`src/rtl/cpu_pkg.sv`:
```
// Shared CPU front-end definitions: default widths and the next-PC select encoding.
package cpu_pkg;

  localparam int PC_W_DEF        = 8;
  localparam int STACK_DEPTH_DEF = 8;

  typedef enum logic [2:0] {
    HOLD,
    INC,
    JUMP,
    CALL,
    RET
  } next_pc_sel_e;

  // Occupancy counter must be able to represent DEPTH itself, hence the extra bit.
  function automatic int stack_cnt_w(input int depth);
    return $clog2(depth) + 1;
  endfunction

endpackage

```
`src/rtl/pc_unit_if.sv`:
```
// Control/status bundle between the instruction sequencer and the program-counter unit.
interface pc_unit_if
  import cpu_pkg::*;
#(
  parameter int PC_W = PC_W_DEF
);

  logic            stall;
  logic            jump_enable;
  logic [PC_W-1:0] jump_addr;
  logic            call;
  logic            ret;
  logic [PC_W-1:0] pc;
  logic            stack_empty;
  logic            stack_full;
  logic            stack_err;

  modport master (
    output stall, jump_enable, jump_addr, call, ret,
    input  pc, stack_empty, stack_full, stack_err
  );

  modport slave (
    input  stall, jump_enable, jump_addr, call, ret,
    output pc, stack_empty, stack_full, stack_err
  );

endinterface

```
`src/rtl/ret_stack.sv`:
```
// Return-address LIFO with registered empty/full flags; it refuses overflow and underflow on its own.
module ret_stack
  import cpu_pkg::*;
#(
  parameter int W     = PC_W_DEF,
  parameter int DEPTH = STACK_DEPTH_DEF
) (
  input  logic         clk,
  input  logic         reset,
  input  logic         push,
  input  logic         pop,
  input  logic [W-1:0] wdata,
  output logic [W-1:0] rdata,
  output logic         empty,
  output logic         full
);

  localparam int AW = $clog2(DEPTH);
  localparam int CW = stack_cnt_w(DEPTH);

  logic [W-1:0]  mem [DEPTH];
  logic [CW-1:0] count;
  logic [CW-1:0] count_nxt;
  logic [AW-1:0] wr_idx;
  logic [AW-1:0] rd_idx;
  logic          do_push;
  logic          do_pop;

  assign wr_idx  = count[AW-1:0];
  assign rd_idx  = wr_idx - AW'(1);
  assign rdata   = mem[rd_idx];
  assign do_push = push && !pop && !full;
  assign do_pop  = pop && !push && !empty;

  // NOTE: every signal driven in always_comb gets a default first so no path can infer a latch.
  always_comb begin
    count_nxt = count;
    if (do_push)     count_nxt = count + CW'(1);
    else if (do_pop) count_nxt = count - CW'(1);
  end

  // NOTE: sequential state uses non-blocking assignments so all registers update from pre-edge values.
  always_ff @(posedge clk) begin
    if (reset) begin
      count <= '0;
      empty <= 1'b1;
      full  <= 1'b0;
    end else begin
      count <= count_nxt;
      empty <= (count_nxt == '0);
      full  <= (count_nxt == CW'(DEPTH));
    end
  end

  // NOTE: storage is deliberately not reset; the occupancy counter alone decides which entries are live.
  always_ff @(posedge clk) begin
    if (do_push && !reset) mem[wr_idx] <= wdata;
  end

endmodule

```
`src/rtl/pc_unit.sv`:
```
// Program counter with call/return stack: resolves per-cycle priority and flags illegal stack operations.
module pc_unit
  import cpu_pkg::*;
#(
  parameter int PC_W        = PC_W_DEF,
  parameter int STACK_DEPTH = STACK_DEPTH_DEF
) (
  input logic       clk,
  input logic       reset,
  pc_unit_if.slave  bus
);

  logic [PC_W-1:0] pc_q;
  logic [PC_W-1:0] pc_inc;
  logic [PC_W-1:0] stk_rdata;
  logic            stk_empty;
  logic            stk_full;
  logic            push;
  logic            pop;
  logic            err_d;
  logic            err_q;
  next_pc_sel_e    sel;

  assign pc_inc = pc_q + PC_W'(1);

  // Priority: stall > call&ret > ret > call > jump > increment; refused stack ops fall back to INC.
  always_comb begin
    sel   = INC;
    push  = 1'b0;
    pop   = 1'b0;
    err_d = 1'b0;
    if (bus.stall) begin
      sel = HOLD;
    end else if (bus.call && bus.ret) begin
      err_d = 1'b1;
    end else if (bus.ret) begin
      if (stk_empty) begin
        err_d = 1'b1;
      end else begin
        sel = RET;
        pop = 1'b1;
      end
    end else if (bus.call) begin
      if (stk_full) begin
        err_d = 1'b1;
      end else begin
        sel  = CALL;
        push = 1'b1;
      end
    end else if (bus.jump_enable) begin
      sel = JUMP;
    end
  end

  always_ff @(posedge clk) begin
    if (reset) begin
      pc_q  <= '0;
      err_q <= 1'b0;
    end else begin
      err_q <= err_d;
      case (sel)
        HOLD:       pc_q <= pc_q;
        JUMP, CALL: pc_q <= bus.jump_addr;
        RET:        pc_q <= stk_rdata;
        default:    pc_q <= pc_inc;
      endcase
    end
  end

  ret_stack #(
    .W     (PC_W),
    .DEPTH (STACK_DEPTH)
  ) u_ret_stack (
    .clk   (clk),
    .reset (reset),
    .push  (push),
    .pop   (pop),
    .wdata (pc_inc),
    .rdata (stk_rdata),
    .empty (stk_empty),
    .full  (stk_full)
  );

  assign bus.pc          = pc_q;
  assign bus.stack_empty = stk_empty;
  assign bus.stack_full  = stk_full;
  assign bus.stack_err   = err_q;

endmodule

```
`src/flat_wrapper.sv`:
```
// flat-port wrapper written by rule: the top's interface ports become plain ports
module pc_unit_flat import cpu_pkg::*;
#(
  parameter int PC_W        = PC_W_DEF,
  parameter int STACK_DEPTH = STACK_DEPTH_DEF
)
  (clk, reset, bus_stall, bus_jump_enable, bus_jump_addr, bus_call, bus_ret, bus_pc, bus_stack_empty, bus_stack_full, bus_stack_err);
  pc_unit_if #(.PC_W(PC_W)) bus_i ();
  input logic clk;
  input logic reset;
  input wire logic [$bits(bus_i.stall)-1:0] bus_stall;
  input wire logic [$bits(bus_i.jump_enable)-1:0] bus_jump_enable;
  input wire logic [$bits(bus_i.jump_addr)-1:0] bus_jump_addr;
  input wire logic [$bits(bus_i.call)-1:0] bus_call;
  input wire logic [$bits(bus_i.ret)-1:0] bus_ret;
  output wire logic [$bits(bus_i.pc)-1:0] bus_pc;
  output wire logic [$bits(bus_i.stack_empty)-1:0] bus_stack_empty;
  output wire logic [$bits(bus_i.stack_full)-1:0] bus_stack_full;
  output wire logic [$bits(bus_i.stack_err)-1:0] bus_stack_err;
  assign bus_i.stall = bus_stall;
  assign bus_i.jump_enable = bus_jump_enable;
  assign bus_i.jump_addr = bus_jump_addr;
  assign bus_i.call = bus_call;
  assign bus_i.ret = bus_ret;
  assign bus_pc = bus_i.pc;
  assign bus_stack_empty = bus_i.stack_empty;
  assign bus_stack_full = bus_i.stack_full;
  assign bus_stack_err = bus_i.stack_err;
  pc_unit #(.PC_W(PC_W), .STACK_DEPTH(STACK_DEPTH)) u_core (.clk(clk), .reset(reset), .bus(bus_i));
endmodule
```
`config.mk`:
```
export PLATFORM = sky130hd
export DESIGN_NAME = pc_unit_flat
export DESIGN_NICKNAME = d
export VERILOG_FILES = /design/src/rtl/cpu_pkg.sv /design/src/rtl/pc_unit_if.sv /design/src/rtl/ret_stack.sv /design/src/rtl/pc_unit.sv /design/src/flat_wrapper.sv
export SDC_FILE = /design/constraint.sdc
export NUM_CORES = 1
export LEC_CHECK = 0
export CAP_MARGIN = 40
export CORE_ASPECT_RATIO = 1.25
export CORE_MARGIN = 3
export CORE_UTILIZATION = 30
export DETAILED_ROUTE_END_ITERATION = 10
export SLEW_MARGIN = 0
export SYNTH_ARGS = -nofsm -noshare
export SYNTH_HDL_FRONTEND = slang
export SYNTH_SLANG_ARGS = --single-unit
```
`constraint.sdc`:
```
create_clock -name clk -period 3.53 [get_ports clk]
set_input_delay 1.059 -clock clk [delete_from_list [all_inputs] [get_ports clk]]
set_output_delay 1.059 -clock clk [all_outputs]
set_load 0.03 [all_outputs]
```
# Yosys cells after proc, flatten, opt, wreduce, memory -nomap -nowiden
# Memory sizes are Yosys's and may differ from the RTL's.
# Cells that the tools add are included.
word_totals:
  mem_count: 1
  out_inout_bits: 11
  regBits: 15
  in_bits: 14
  ram_bits: 64
  elab_cells: 55
memory_table:
  columns: ["name", "words", "word_bits", "read_ports", "rd_ports_with_merged_regs", "wr", "line", "rtl"]
  rows:
  - ["u_core.u_ret_stack.mem", 8, 8, 1, 0, 1, "ret_stack.sv:21", "logic [W-1:0] mem [DEPTH];"]
classes:
  n_addsub: 4
  n_reduce_logical: 15
  n_eq_ne: 4
  n_mux: 26
ops:
  columns: ["operator", "count"]
  rows:
  - ["one-hot mux 8 bit (3 select lines)", 1]
  - ["2-to-1 mux 1 bit", 16]
  - ["2-to-1 mux 3 bit", 5]
  - ["adder 8 x 1 -> 8 bit (second input constant)", 1]
  - ["2-to-1 mux 4 bit", 2]
  - ["equality test 3 x 2 -> 1 bit (second input constant)", 2]
  - ["logical AND 1 bit", 6]
  - ["zero test 1 bit", 5]
  - ["adder 4 x 1 -> 4 bit (second input constant)", 1]
  - ["equality test 4 bit (second input constant)", 1]
  - ["zero test 4 bit", 1]
  - ["2-to-1 mux 2 bit", 2]
  - ["OR reduction 2 bit", 2]
  - ["subtractor 4 x 1 -> 4 bit (second input constant)", 1]
  - ["equality test 3 bit (second input constant)", 1]
  - ["zero test 3 bit", 1]
  - ["subtractor 3 x 1 -> 3 bit (second input constant)", 1]

# Depth between registers and ports, before layout
depth:
  word_depth: 11
  ltp_mapped: 10
  ltp_nobuf: 7

# Hierarchy
# From an unflattened synthesis, not the netlist that was laid out.
unflattened:
  hier_cells: 232
  area_unflattened_um2: 3542.1
modules_own_cells:
  columns: ["module", "area_per_inst_um2", "seq_area_each_um2", "n_inst", "cells_per_inst"]
  rows:
  - ["ret_stack", 2874.0, 2042.0, 1, 150]
  - ["pc_unit", 668.1, 180.2, 1, 82]

# Worst setup path after synthesis
# OpenSTA, ideal clock, no wires.
synth_path:
  kind: "input to register"
  start: "input bus_ret"
  end: "memory u_core.u_ret_stack.mem[0][0] (netlist name) (enable)"
  arrival_time_ps: 2787
  cell_stages: 5
  t_required_ps: 3147
  slack_ps: 360
  path_buffers: 2
  cell_sequence: "buf_2 > or4b_1 > clkbuf_1 > or3_1 > nor3_1"
synth_between:
  elab_chain_len: 9
  elab_cells_between_ends: 13
  classes_between: "8 x mux; 5 x reduce/logical"
synth_lines:
  columns: ["item", "line", "rtl"]
  rows:
  - ["from (decl)", "flat_wrapper.sv:15", "input wire logic [$bits(bus_i.ret)-1:0] bus_ret;"]
  - ["2-to-1 mux 1 bit or logical AND 1 bit (tied branches)", "pc_unit.sv:36, pc_unit.sv:34", null]
  - ["2-to-1 mux 1 bit", "pc_unit.sv:34", "end else if (bus.call && bus.ret) begin"]
  - ["2-to-1 mux 1 bit", "pc_unit.sv:32", "if (bus.stall) begin"]
  - ["zero test 1 bit", "ret_stack.sv:32", "assign do_push = push && !pop && !full;"]
  - ["logical AND 1 bit (*) (2 in a row)", "ret_stack.sv:32", null]
  - ["logical AND 1 bit (*)", "ret_stack.sv:57", "if (do_push && !reset) mem[wr_idx] <= wdata;"]
  - ["2-to-1 mux 1 bit (*)", "ret_stack.sv:57", null]
  - ["2-to-1 mux 1 bit (not written as such) (*)", "ret_stack.sv:57", null]
  - ["to (decl)", "ret_stack.sv:21", null]
# Every way passes the cells marked *; elsewhere a longest branch is shown, timed or not.

# Final worst setup path
layout_path:
  start: "input bus_stall"
  end: "memory u_core.u_ret_stack.mem[0][6] (netlist name) (enable)"
layout_between:
  elab_chain_len: 7
  elab_cells_between_ends: 8
  classes_between: "4 x mux; 4 x reduce/logical"
layout_lines:
  columns: ["item", "line", "rtl"]
  rows:
  - ["from (decl)", "flat_wrapper.sv:11", "input wire logic [$bits(bus_i.stall)-1:0] bus_stall;"]
  - ["2-to-1 mux 1 bit", "pc_unit.sv:32", null]
  - ["zero test 1 bit", "ret_stack.sv:32", null]
  - ["logical AND 1 bit (*) (2 in a row)", "ret_stack.sv:32", null]
  - ["logical AND 1 bit (*)", "ret_stack.sv:57", null]
  - ["2-to-1 mux 1 bit (*)", "ret_stack.sv:57", null]
  - ["2-to-1 mux 1 bit (not written as such) (*)", "ret_stack.sv:57", null]
# Marks and branches as above.

==> impl_metrics.yaml <==
sta:
  timing.clock.skew_ns: 0.00519
  timing.final.crit_period_ns: 2.86
  timing.final.max_slew_violations: 0
  finalSetupViolations: 0
  final-hold-violation-count: 0
  layout_setup_ws_ns: 0.672
  max_freq_mhz: 350
  worst_pin_slew_ns: 0.874
  finalSetupTns_ns: 0
  maxSlewHeadroom: 0.413
  fin_crit_sh: 0.810
  grt_setup_unrepaired: "no"
setup_path:
  critical_path_class: "in -> reg"
  path_cells: "clkdlybuf4s50_1 -> or4b_1 -> or3_1 -> nor3_1 -> buf_4"
  rr_startpoint: "u_core.u_ret_stack.count[1]$_SDFF_PP0_"
  cpLargestDelayFamily: "simple AND/OR/NAND/NOR gates"
  critPathBufInv: 2
  startpoint: "bus_stall"
  critical_path_peak_fanout: 8
  end_kind: "flop"
  cp_slowest_cell: "or4b_1"
  crit_required_ns: 3.57
  worst_flop_to_flop_path_endpoint: "u_core.bus.pc[5]$_SDFFE_PP0P_"
  timing.critical_path.from_type: "primary input"
  ff2ff_path_depth: 7
  worst_path_largest_cell_delay_ns: 0.58
  reg2reg_setup_slack_ns: 1.26
  worst-endpoint-arrival_ns: 2.89
yosys:
  synthesis.area_um2: 3470
  synth-edff-count: 64
  synth_cell_types: 42
  synth_register_bits: 79
  sequential_area_share_after_synthesis: 0.640
  mappedNetlistNets: 268
  synthFlopType: "edfxtp_1"
  synthCells: 251
  asyncSetResetFlopFracSynth: 0
  synth.avg_cell_area_um2: 13.8
  ys_warn_count: 0
clock_tree:
  cts_root_buffer: "clkbuf_16"
  clk_latency_ns: 0.33
  tritoncts: "built"
  clk_path_buf_depth: 2
  cts.sinks: 79
  h-tree-depth: 3
  cts_hold_buf: 0
  ctsResizeCount: 0
  clk_pin_slew_ns: 0.06
  post_cts.repair.setup_buffers: 0
  cts_inserted_buffers: 9
global_route:
  groute.usage.overall: 0.118
  grt-ovfl-total: 0
  pin_count_of_the_biggest_net_entering_global_routing: 37
  antenna_found_initial: 0
  first_global_vias: 2183
  global_route_wire_length_before_repair_um: 11500
power:
  power_w: 0.00267
  static_leakage_nw: 1.42
  powerDensity_nw_per_um2: 623
  power.ir.vdd_worst_mv: 0.238
floorplanning:
  die_outline_height_um: 126
  floorplan.die.width_um: 102
  core_area_um2: 11200
  ios: 25
  die-area_um2: 12900
  starting_density: 0.310
  num_rows: 43
place:
  finalWeightedCongestion: 0.778
  dpl_ws_ns: 0.328
  port_buffers: 24
  place_hpwl_um: 4940
min_path:
  hold_depth: 2
  min_from: "u_core.bus.pc[5]$_SDFFE_PP0P_"
  hold_end: "u_core.bus.pc[5]$_SDFFE_PP0P_"
  min_delay_path_class: "reg -> reg"
drt:
  routed_wl_um: 6990
  wire_per_inst_um: 16.4
  detailroute.via_count: 2146
  drc_errors: 0
  viasPerCell: 5.03
  drt_iter0_markers: 79
  first_pass_detailed_route_iteration_total: 4
  postRouteAntennaNets: 0
finish:
  antenna_cells_inserted: 0
  nets: 304
  syn2layout_area_growth_pct: 23.5
  n_fill_cell: 1054
  drive_gt1_frac: 0.137
  final_core_utilization: 0.383
run_status:
  run_status: "completed"
job:
  max_cap_viol_count: 0
## layout by cell type (no fill, tap or decap), types with 3 or more instances in the layout
cell              n
edfxtp_1         64
clkdlybuf4s50_1  24
mux2i_1          22
nor2_1           16
buf_4            16
a221oi_1         14
dfxtp_1          14
nand2_1          12
nand3_1          10
inv_1             9
clkbuf_16         9
xnor2_1           7
a31oi_1           7
nand2b_1          5
or3_1             5
nor2b_1           5
mux4_2            5
a22oi_1           5
bufinv_16         4
xor2_1            3
nand4_1           3
ha_1              3
## metrics by stage
| step | hold slack [ns] | cell area, um^2 | instances |
|---|---|---|---|
| CTS | 0.520 | 4290 | 427 |
| finish | 0.517 | 4290 | 427 |
| detailed placement | 0.511 | 3930 | 411 |
| floorplan | 0.540 | 3470 | 251 |
| global placement | 0.502 | 3930 | 411 |
| global route | 0.560 | 4290 | 427 |
## cell families after synthesis
kind of cell | count (synthesis) | share of synthesized area
buf+inv | 25 | 0.0331
compound gates | 40 | 0.0883
xor+xnor | 11 | 0.0299
fa+ha+maj | 3 | 0.0108
simple gates | 66 | 0.102
flops | 79 | 0.640
mux | 27 | 0.0958
## flip-flops by register name, indices dropped and copies added (netlist names)
signal / count
u_core.u_ret_stack.mem: 64
u_core.u_ret_stack.empty: 1
u_core.bus.stack_err: 1
u_core.u_ret_stack.count: 4
u_core.bus.pc: 8
u_core.u_ret_stack.full: 1
## layout make-up
class                   count  area (um^2)  area share
clock buffers              11          233      0.0543
clock inverters             5          129      0.0301
inverters                  10         37.5     0.00875
multi-input cells         147         1140       0.265
flip-flops and latches     79         2220       0.519
well taps                 135          169      0.0394
repair buffers             40          360      0.0840
## worst max-delay path by stage
stage	end	slack, ns	cells past startpoint
after CTS	u_core.u_ret_stack.mem[0][6]$_DFFE_PP_	0.67	5
after detailed placement	u_core.u_ret_stack.mem[0][4]$_DFFE_PP_	0.33	5
after global routing	u_core.u_ret_stack.mem[0][7]$_DFFE_PP_	0.55	5
after global placement	u_core.u_ret_stack.mem[0][0]$_DFFE_PP_	0.33	5
final	u_core.u_ret_stack.mem[0][6]$_DFFE_PP_	0.67	5
after floorplan	u_core.u_ret_stack.mem[0][0]$_DFFE_PP_	0.36	5
## synthesized netlist by cell type, types with 7 or more instances
cell type / number / share of area
mux2i_1: 22 / 0.063
inv_1: 9 / 0.0097
edfxtp_1: 64 / 0.55
dfxtp_1: 15 / 0.086
xnor2_1: 7 / 0.018
a221oi_1: 14 / 0.035
nand2_1: 12 / 0.013
a31oi_1: 7 / 0.013
clkbuf_1: 8 / 0.0086
nand3_1: 10 / 0.014
nor2_1: 16 / 0.017
## where the power goes
part / total [W] / internal, W / switching (W) / leakage, nW
clock: 0.00110 / 0.000765 / 0.000340 / 0.174
combinational: 0.000480 / 0.000190 / 0.000290 / 0.534
sequential: 0.00109 / 0.00105 / 0.0000393 / 0.707
## tightest hold or removal path, delay by kind of cell, from the launching register on
kind / cells / cell delay, ns
buf+inv: 1 / 0.06
compound gates: 1 / 0.07
flops: 1 / 0.34
## layer usage
metal | GRT usage | wire length, um | vias to the layer above
met5 | 0 | 0 | -
met4 | 0.0548 | 166 | 0
met3 | 0.0253 | 247 | 11
met2 | 0.191 | 3550 | 48
met1 | 0.148 | 3030 | 1043
li1 | - | - | 1044
No activity file was read; power rests on OpenSTA's default activity.
